==> src/rtl/kc_tap_loader.sv <==
// kc_tap_loader: KC85 TAP file loader between the hps_io ioctl port and the memory write arbiter.
// Optional macro TAP_AUTOSTART_EN adds exec_req/exec_addr for autostart. Rev 1.0
`default_nettype none

module kc_tap_loader #(
  parameter logic [7:0] TAP_INDEX = 8'd1,
  parameter bit         SIG_CHECK = 1'b1
) (
  input  logic        clk_sys,
  input  logic        reset_n,
  input  logic        ioctl_download,
  input  logic [7:0]  ioctl_index,
  input  logic        ioctl_wr,
  input  logic [24:0] ioctl_addr,
  input  logic [7:0]  ioctl_data,
  output logic        ioctl_wait,
  output logic [15:0] mem_addr,
  output logic [7:0]  mem_data,
  output logic        mem_wr_req,
  input  logic        mem_wr_ack,
  output logic        busy,
  output logic        done,
  output logic        error,
  output logic [15:0] load_addr,
  output logic [15:0] end_addr
`ifdef TAP_AUTOSTART_EN
  ,
  output logic        exec_req,
  output logic [15:0] exec_addr
`endif
);

  typedef enum logic [2:0] {
    S_IDLE, S_SIG, S_HDR, S_DATA, S_WRITE, S_FIN, S_DONE, S_ERR
  } state_t;

  state_t      state_q;
  logic        dl_q;
  logic [3:0]  sig_cnt_q;
  logic [7:0]  blk_pos_q;
  logic [7:0]  arg_cnt_q;
  logic [15:0] load_q;
  logic [15:0] end_q;
  logic [15:0] wr_ptr_q;
  logic [15:0] mem_addr_q;
  logic [7:0]  mem_data_q;
  logic        req_q;
  logic        busy_q;
  logic        done_q;
  logic        error_q;
`ifdef TAP_AUTOSTART_EN
  logic [15:0] start_q;
  logic [15:0] exec_addr_q;
  logic        exec_req_q;
`endif

  logic        dl_d;
  logic        rise_d;
  logic        acc_d;
  logic [7:0]  blk_pos_d;
  logic [15:0] wr_ptr_d;
  logic        unused_addr;

  assign dl_d      = ioctl_download && (ioctl_index == TAP_INDEX);
  assign rise_d    = dl_d && !dl_q;
  assign acc_d     = ioctl_wr && dl_d && (state_q != S_WRITE);
  assign blk_pos_d = (blk_pos_q == 8'd128) ? 8'd0 : blk_pos_q + 8'd1;
  assign wr_ptr_d  = wr_ptr_q + 16'd1;
  assign unused_addr = ^ioctl_addr;

  function automatic logic [7:0] sig_byte(input logic [3:0] k);
    case (k)
      4'd0:    sig_byte = 8'hC3;
      4'd1:    sig_byte = 8'h4B;  // K
      4'd2:    sig_byte = 8'h43;  // C
      4'd3:    sig_byte = 8'h2D;  // -
      4'd4:    sig_byte = 8'h54;  // T
      4'd5:    sig_byte = 8'h41;  // A
      4'd6:    sig_byte = 8'h50;  // P
      4'd7:    sig_byte = 8'h45;  // E
      4'd8:    sig_byte = 8'h20;
      4'd9:    sig_byte = 8'h62;  // b
      4'd10:   sig_byte = 8'h79;  // y
      4'd11:   sig_byte = 8'h20;
      4'd12:   sig_byte = 8'h41;  // A
      4'd13:   sig_byte = 8'h46;  // F
      4'd14:   sig_byte = 8'h2E;  // .
      default: sig_byte = 8'h20;
    endcase
  endfunction

  always_ff @(posedge clk_sys or negedge reset_n) begin
    if (!reset_n) begin
      state_q    <= S_IDLE;
      dl_q       <= 1'b0;
      sig_cnt_q  <= 4'd0;
      blk_pos_q  <= 8'd0;
      arg_cnt_q  <= 8'd0;
      load_q     <= 16'd0;
      end_q      <= 16'd0;
      wr_ptr_q   <= 16'd0;
      mem_addr_q <= 16'd0;
      mem_data_q <= 8'd0;
      req_q      <= 1'b0;
      busy_q     <= 1'b0;
      done_q     <= 1'b0;
      error_q    <= 1'b0;
`ifdef TAP_AUTOSTART_EN
      start_q     <= 16'd0;
      exec_addr_q <= 16'd0;
      exec_req_q  <= 1'b0;
`endif
    end else begin
      dl_q <= dl_d;
`ifdef TAP_AUTOSTART_EN
      exec_req_q <= 1'b0;
`endif
      // A new download restarts the parser unless a memory write is still outstanding.
      if (rise_d && state_q != S_WRITE) begin
        state_q   <= S_SIG;
        sig_cnt_q <= 4'd0;
        blk_pos_q <= 8'd0;
        req_q     <= 1'b0;
        busy_q    <= 1'b1;
        done_q    <= 1'b0;
        error_q   <= 1'b0;
      end else begin
        case (state_q)
          S_IDLE: ;
          S_SIG: begin
            if (!dl_d) begin
              state_q <= S_ERR; error_q <= 1'b1; busy_q <= 1'b0;
            end else if (acc_d) begin
              sig_cnt_q <= sig_cnt_q + 4'd1;
              if (SIG_CHECK && (ioctl_data != sig_byte(sig_cnt_q))) begin
                state_q <= S_ERR; error_q <= 1'b1; busy_q <= 1'b0;
              end else if (sig_cnt_q == 4'd15) begin
                state_q <= S_HDR;
              end
            end
          end
          S_HDR: begin
            if (!dl_d) begin
              state_q <= S_ERR; error_q <= 1'b1; busy_q <= 1'b0;
            end else if (acc_d) begin
              blk_pos_q <= blk_pos_d;
              // Block position is data offset + 1 (position 0 is the block number).
              case (blk_pos_q)
                8'd17: arg_cnt_q      <= ioctl_data;
                8'd18: load_q[7:0]    <= ioctl_data;
                8'd19: load_q[15:8]   <= ioctl_data;
                8'd20: end_q[7:0]     <= ioctl_data;
                8'd21: end_q[15:8]    <= ioctl_data;
`ifdef TAP_AUTOSTART_EN
                8'd22: start_q[7:0]   <= ioctl_data;
                8'd23: start_q[15:8]  <= ioctl_data;
`endif
                default: ;
              endcase
              if (blk_pos_q == 8'd128) begin
                if ((arg_cnt_q < 8'd2) || (end_q <= load_q)) begin
                  state_q <= S_ERR; error_q <= 1'b1; busy_q <= 1'b0;
                end else begin
                  wr_ptr_q <= load_q;
                  state_q  <= S_DATA;
                end
              end
            end
          end
          S_DATA: begin
            if (!dl_d) begin
              state_q <= S_ERR; error_q <= 1'b1; busy_q <= 1'b0;
            end else if (acc_d) begin
              blk_pos_q <= blk_pos_d;
              if (blk_pos_q != 8'd0) begin
                mem_data_q <= ioctl_data;
                mem_addr_q <= wr_ptr_q;
                req_q      <= 1'b1;
                state_q    <= S_WRITE;
              end
            end
          end
          S_WRITE: begin
            if (mem_wr_ack) begin
              req_q    <= 1'b0;
              wr_ptr_q <= wr_ptr_d;
              if (wr_ptr_d == end_q) begin
                state_q <= S_FIN;
              end else if (!dl_d) begin
                state_q <= S_ERR; error_q <= 1'b1; busy_q <= 1'b0;
              end else begin
                state_q <= S_DATA;
              end
            end
          end
          S_FIN: begin
            if (!dl_d) begin
              state_q <= S_DONE;
              done_q  <= 1'b1;
              busy_q  <= 1'b0;
`ifdef TAP_AUTOSTART_EN
              exec_addr_q <= start_q;
              exec_req_q  <= (arg_cnt_q >= 8'd3);
`endif
            end
          end
          S_DONE: state_q <= S_IDLE;
          S_ERR: begin
            if (!dl_d) state_q <= S_IDLE;
          end
          default: state_q <= S_IDLE;
        endcase
      end
    end
  end

  assign ioctl_wait = req_q;
  assign mem_wr_req = req_q;
  assign mem_addr   = mem_addr_q;
  assign mem_data   = mem_data_q;
  assign busy       = busy_q;
  assign done       = done_q;
  assign error      = error_q;
  assign load_addr  = load_q;
  assign end_addr   = end_q;
`ifdef TAP_AUTOSTART_EN
  assign exec_req   = exec_req_q;
  assign exec_addr  = exec_addr_q;
`endif

endmodule

`default_nettype wire

==> config.mk <==
export PLATFORM = sky130hd
export DESIGN_NAME = kc_tap_loader
export DESIGN_NICKNAME = d
export VERILOG_FILES = /design/src/rtl/kc_tap_loader.sv
export SDC_FILE = /design/constraint.sdc
export NUM_CORES = 1
export LEC_CHECK = 0
export CORE_AREA = 2 2 128 130
export CTS_CLUSTER_DIAMETER = 80
export DETAILED_ROUTE_END_ITERATION = 8
export DIE_AREA = 0 0 130 132
export SLEW_MARGIN = 20
export SYNTH_ARGS = -nofsm -noshare
export SYNTH_HDL_FRONTEND = slang
export SYNTH_SLANG_ARGS = --single-unit
==> constraint.sdc <==
create_clock -name clk_sys -period 3.9 [get_ports clk_sys]
set_clock_uncertainty 0.05 [all_clocks]
set_input_delay 0.39 -clock clk_sys [delete_from_list [all_inputs] [get_ports clk_sys]]
set_output_delay 0.39 -clock clk_sys [all_outputs]
set_load 0.01 [all_outputs]
# After elaboration in Yosys (flattened, before gate mapping)
# Memories as Yosys holds them, arrays and structs flattened.
# Index checks and enable logic that the tools add are counted.
[word_totals]
ff_bits = 100
input_bits = 46
word_cells = 166
romBits = 128
memories = 1
output_inout_bits = 61
[memory_table]
columns = ["memory", "words", "word_bits", "rd", "rd_ports_with_merged_regs", "write_ports", "line", "source"]
rows = [
  ["(name not given)", 16, 8, 1, 0, 0, "72", "case (k)"],
]
[op_classes]
mux = 70
n_lt_le_gt_ge = 2
n_eq_ne = 39
reduce_logical = 34
n_addsub = 3
n_bitwise = 1
[ops]
columns = ["operator", "count"]
rows = [
  ["16-bit two-way mux", 5],
  ["8-bit two-way mux", 9],
  ["3-bit two-way mux", 17],
  ["8-bit by 5-bit == test with 1-bit output, second input constant", 5],
  ["5-bit AND reduction", 7],
  ["16-bit one-hot mux with 2 select lines", 1],
  ["1-bit two-way mux", 30],
  ["4-bit != test, second input constant", 7],
  ["3-bit != test, second input constant", 8],
  ["3-bit one-hot mux with 7 select lines", 1],
  ["16-bit by 1-bit adder with 16-bit output, second input constant", 1],
  ["16-bit == test", 1],
  ["16-bit less-or-equal comparator", 1],
  ["4-bit two-way mux", 4],
  ["8-bit AND reduction", 2],
  ["8-bit nonzero test", 2],
  ["3-bit == test, second input constant", 4],
  ["2-bit nonzero test", 6],
  ["2-bit != test, second input constant", 5],
  ["10-bit AND reduction", 1],
  ["5-bit nonzero test", 2],
  ["8-bit by 1-bit adder with 8-bit output, second input constant", 1],
  ["8-bit by 1-bit == test with 1-bit output, second input constant", 1],
  ["8-bit == test, second input constant", 1],
  ["other kinds (19)", 27],
]

# Longest topological paths before layout
[depth]
ltp_word = 14
depth_mapped = 11
mapped_depth_nobuf = 10

# Worst setup path after synthesis
# No wires, ideal clock.
[synth_path]
path_type = "input -> register"
startpoint = "in ioctl_index[4]"
endpoint = "reg mem_data_q[5] (netlist: mem_data[5])"
t_arrival_ns = 2.730
required_time_ns = 3.725
setup_time_ns = 0.125
path_stages = 7
n_path_buf = 2
path_slack_ns = 0.995
path_cell_list = "or4b_1 or4_1 buf_4 nor4b_2 nor3b_2 buf_6 mux2_2"
[synth_between]
elab_chain_len = 6
word_cells_on_any_way = 8
classes_between = "eq/ne: 1; bitwise: 1; reduce/logical: 6"
[synth_rtl]
columns = ["item", "line", "source"]
rows = [
  ["start, declared", "12", "input logic [7:0] ioctl_index,"],
  ["8-bit by 1-bit == test with 1-bit output *", "64", "assign dl_d = ioctl_download && (ioctl_index == TAP_INDEX);"],
  ["1-bit logical AND *", "64", ""],
  ["1-bit logical AND", "65", "assign rise_d = dl_d && !dl_q;"],
  ["1-bit logical AND", "119", "if (rise_d && state_q != S_WRITE) begin"],
  ["1-bit inverter (no source line)", "--", ""],
  ["5-bit AND reduction (no source line) *", "--", ""],
  ["end signal, assigned", "176", "mem_data_q <= ioctl_data;"],
  ["end, declared", "46", "logic [7:0] mem_data_q;"],
]
# Every way passes the cells marked *; elsewhere a longest branch is shown, timed or not.
# A chain may end at the register's enable or synchronous reset.

# Worst setup path after layout
[layout_path]
startpoint = "in ioctl_index[4]"
endpoint = "reg mem_addr_q[10] (netlist: mem_addr[10])"
[layout_between]
elab_chain_len = 6
word_cells_on_any_way = 8
classes_between = "eq/ne: 1; bitwise: 1; reduce/logical: 6"
[layout_rtl]
columns = ["item", "line", "source"]
rows = [
  ["8-bit by 1-bit == test with 1-bit output *", "64", ""],
  ["1-bit logical AND *", "64", ""],
  ["1-bit logical AND", "65", ""],
  ["1-bit logical AND", "119", ""],
  ["1-bit inverter (no source line)", "--", ""],
  ["5-bit AND reduction (no source line) *", "--", ""],
  ["end signal, assigned", "177", "mem_addr_q <= wr_ptr_q;"],
  ["end, declared", "45", "logic [15:0] mem_addr_q;"],
]
# Marks and branches as above.

==> impl_results.md <==
* Outcome: finished, final reports clean
* Largest family of logic cells by synthesized area: simple AND/OR/NAND/NOR gates
* Clock transition at path regs at 70 ps
* Die Area at 0.0172 sq mm
* Post-Synth XOR/XNOR Area at 5.07%
* CTS tree: yes
* Pwr Density at 371 mW/mm^2
* Most frequent cells in the layout: dfrtp_1, clkdlybuf4s50_1, nor2_1
* Synthesized-area fraction occupied by adder cells at 5.44%
* Chip Width at 130 um
* Netlist Area Pre-Place at 0.00621 sq mm
* Post-synthesis mux area share at 13.8%
* Post-cts resize count at 0
* # fillers at 1442
* Nets at 766
* CTS max path bufs at 2
* Final-report setup violation count at 0
* Port buffer count at 81
* Total Routing Usage GR at 20.3%
* Pre-Repair DR Iteration Count at 5
* Seq/Total Area, Yosys at 39.9%
* Post-DP HPWL at 12400 um
* Worst EP arrival at 3430 ps
* TritonCTS Buffers at 9
* Pin count of the biggest net entering global routing at 48
* Reg2reg start: sig_cnt_q[0]
* Asr flop ratio synth at 100%
* Post-synth top flop: dfrtp_1
* Placer Congestion at 0.896
* Syn-to-layout area delta at 21.0%
* Area share of the largest cell type after synthesis at 39.9%
* Worst Setup SP: ioctl_index[4]
* Startpoint types: input pin
* Synth Register Bits at 99
* Core footprint at 0.0157 sq mm
* Hold Slack at 21.4 ps
* Tightest Pin Transition at 778 ps
* Placement row count at 46
* Max cap viols at 0
* WL final at 16900 um
* ANT cells at 0
* Cells after synthesis at 627
* Tcrit/Tclk final at 83.3%
* Area contributors post-synth: dfrtp_1, mux2_2, ha_1
* Worst skew pair latency at 350 ps
* Synth Net Count at 700
* Routed WL per cell at 18.5 um
* CP max FO at 16
* Synth Area in Compound Gates at 13.1%
* Post-CTS Setup Repair Bufs at 0
* Vias in the first global route at 5037
* Min-delay worst type: input pin to asynchronous set/reset pin
* Most common cell after layout, fill and taps aside: dfrtp_1
* Initial core utilization at 39.6%
* Avg Inst Size Synth at 9.91 sq um
* Slew headroom at 48.1%
* Share of cells above drive strength 1 at 15.8%
* Worst EP required at 4090 ps
* Pins Over Slew Limit at 0
* Reg2Reg Setup Slack at 650 ps
* Post-synth EDFFs at 0
* Reg2reg path depth at 9
* # DRC at 0
* Worst vdd ir at 195 uV
* DRT iter0 DRCs at 382
* CP Class: input pin to flop
* CTS HTree Levels at 3
* Number of routed nets with antenna violations at 0
* First-pass GRT wire length at 27300 um
* Synthesis warning total at 0
* RSZ-0062 raised after global routing: no
* Tmin final at 3250 ps
* Synth unique cells at 76
* Reg2reg end: state_q[0]
* Via density at 5.61
* Clock sinks at 99
* Grt ovf at 0
* Fmax at 308 MHz
* Setup TNS at 0 ps
* Initial antenna violation count at 0
* Hold Buf Count CTS at 0
* Final Hold Viols at 0
* Simple logic cell fraction of the synthesized area at 17.7%
* Pleak at 3.38 nW
* Root Driver: clkbuf_16
* Via Count at 5128
* Height of the die at 132 um
* Ports at 107
* CP Capture Type: flop
* Yosys top cell by area: dfrtp_1
==> stage by stage <==
stage / total power (W) / area, sq um / worst slack [ps] / util, % / std cells
after CTS: 0.00281 / 7520 / 645 / 47.9 / 914
after detailed placement: 0.00191 / 7230 / 317 / 46.0 / 898
after global placement: 0.00189 / 7230 / 349 / 46.0 / 898
after global routing: 0.00293 / 7520 / 495 / 47.9 / 914
after floorplan: 0.00169 / 6210 / 995 / - / 627
final: 0.00279 / 7520 / 652 / 47.9 / 914
==> per-layer routing <==
metal / global-route usage [%] / routed length, um / vias to the layer above / share of wire [%]
li1: - / - / 2399 / -
met1: 27.6 / 7770 / 2547 / 46
met2: 33.3 / 8120 / 163 / 48
met3: 2.76 / 686 / 19 / 4.1
met4: 6.21 / 311 / 0 / 1.8
met5: 0 / 0 / - / 0
==> how the worst max path moves through the flow <==
stage | slack (ps) | cells after the start | to
floorplan | 1000 | 7 | mem_data[5]
finish | 650 | 7 | mem_addr[10]
detailed placement | 320 | 7 | mem_addr[14]
CTS | 640 | 9 | state_q[0]
global placement | 350 | 7 | mem_addr[0]
global route | 500 | 9 | state_q[0]
==> synth_stat cells (6+ instances only) <==
| cell type | count |
|---|---|
| a21oi_1 | 40 |
| and3_1 | 9 |
| clkbuf_1 | 26 |
| dfrtp_1 | 99 |
| ha_1 | 27 |
| inv_1 | 31 |
| mux2_2 | 39 |
| mux2_4 | 21 |
| mux2i_1 | 10 |
| nand2_1 | 36 |
| nand3_1 | 15 |
| nand4_1 | 10 |
| nor2_1 | 44 |
| nor3_1 | 17 |
| nor4_1 | 8 |
| o211ai_1 | 6 |
| o21ai_0 | 32 |
| o22ai_1 | 6 |
| xnor2_1 | 21 |
| xor2_1 | 15 |
==> registers in the layout, summed over array words and instances (netlist names) <==
| register | cells |
|---|---|
| sig_cnt_q | 4 |
| end_addr | 16 |
| wr_ptr_q | 16 |
| error | 1 |
| busy | 1 |
| mem_addr | 16 |
| mem_data | 8 |
| ioctl_wait | 1 |
| done | 1 |
| blk_pos_q | 8 |
| state_q | 3 |
| dl_q | 1 |
| load_addr | 16 |
| arg_cnt_q | 7 |
==> layout make-up <==
type                    count  area [sq um]  area share [%]
clock buffers              13           270            3.59
clock inverters             3          21.3           0.283
inverters                  33           124            1.65
multi-input cells         455          3430            45.6
flip-flops and latches     99          2480            32.9
well taps                 216           270            3.59
repair buffers             95           926            12.3
==> cell families (layout without fill, tap and decap cells) <==
logic type	count (synthesis)	in the layout
flops	99	99
mux	70	70
simple gates	194	194
buf+inv	73	144
xor+xnor	36	36
compound gates	128	128
fa+ha+maj	27	27
==> worst max-delay path: stages <==
cell and delay, ps:
clkdlybuf4s50_1 390, or4b_1 530, or4_1 750, nor4b_2 370
nor3b_4 320, buf_4 310, mux2_2 370
==> where the power goes <==
group	total [W]	internal, W	switching, W
clock network	0.000899	0.000486	0.000412
registers	0.00127	0.00109	0.000185
logic	0.000626	0.000267	0.000359
total	0.00279	0.00184	0.000955
Note: power is estimated with default switching activity, not from simulation.
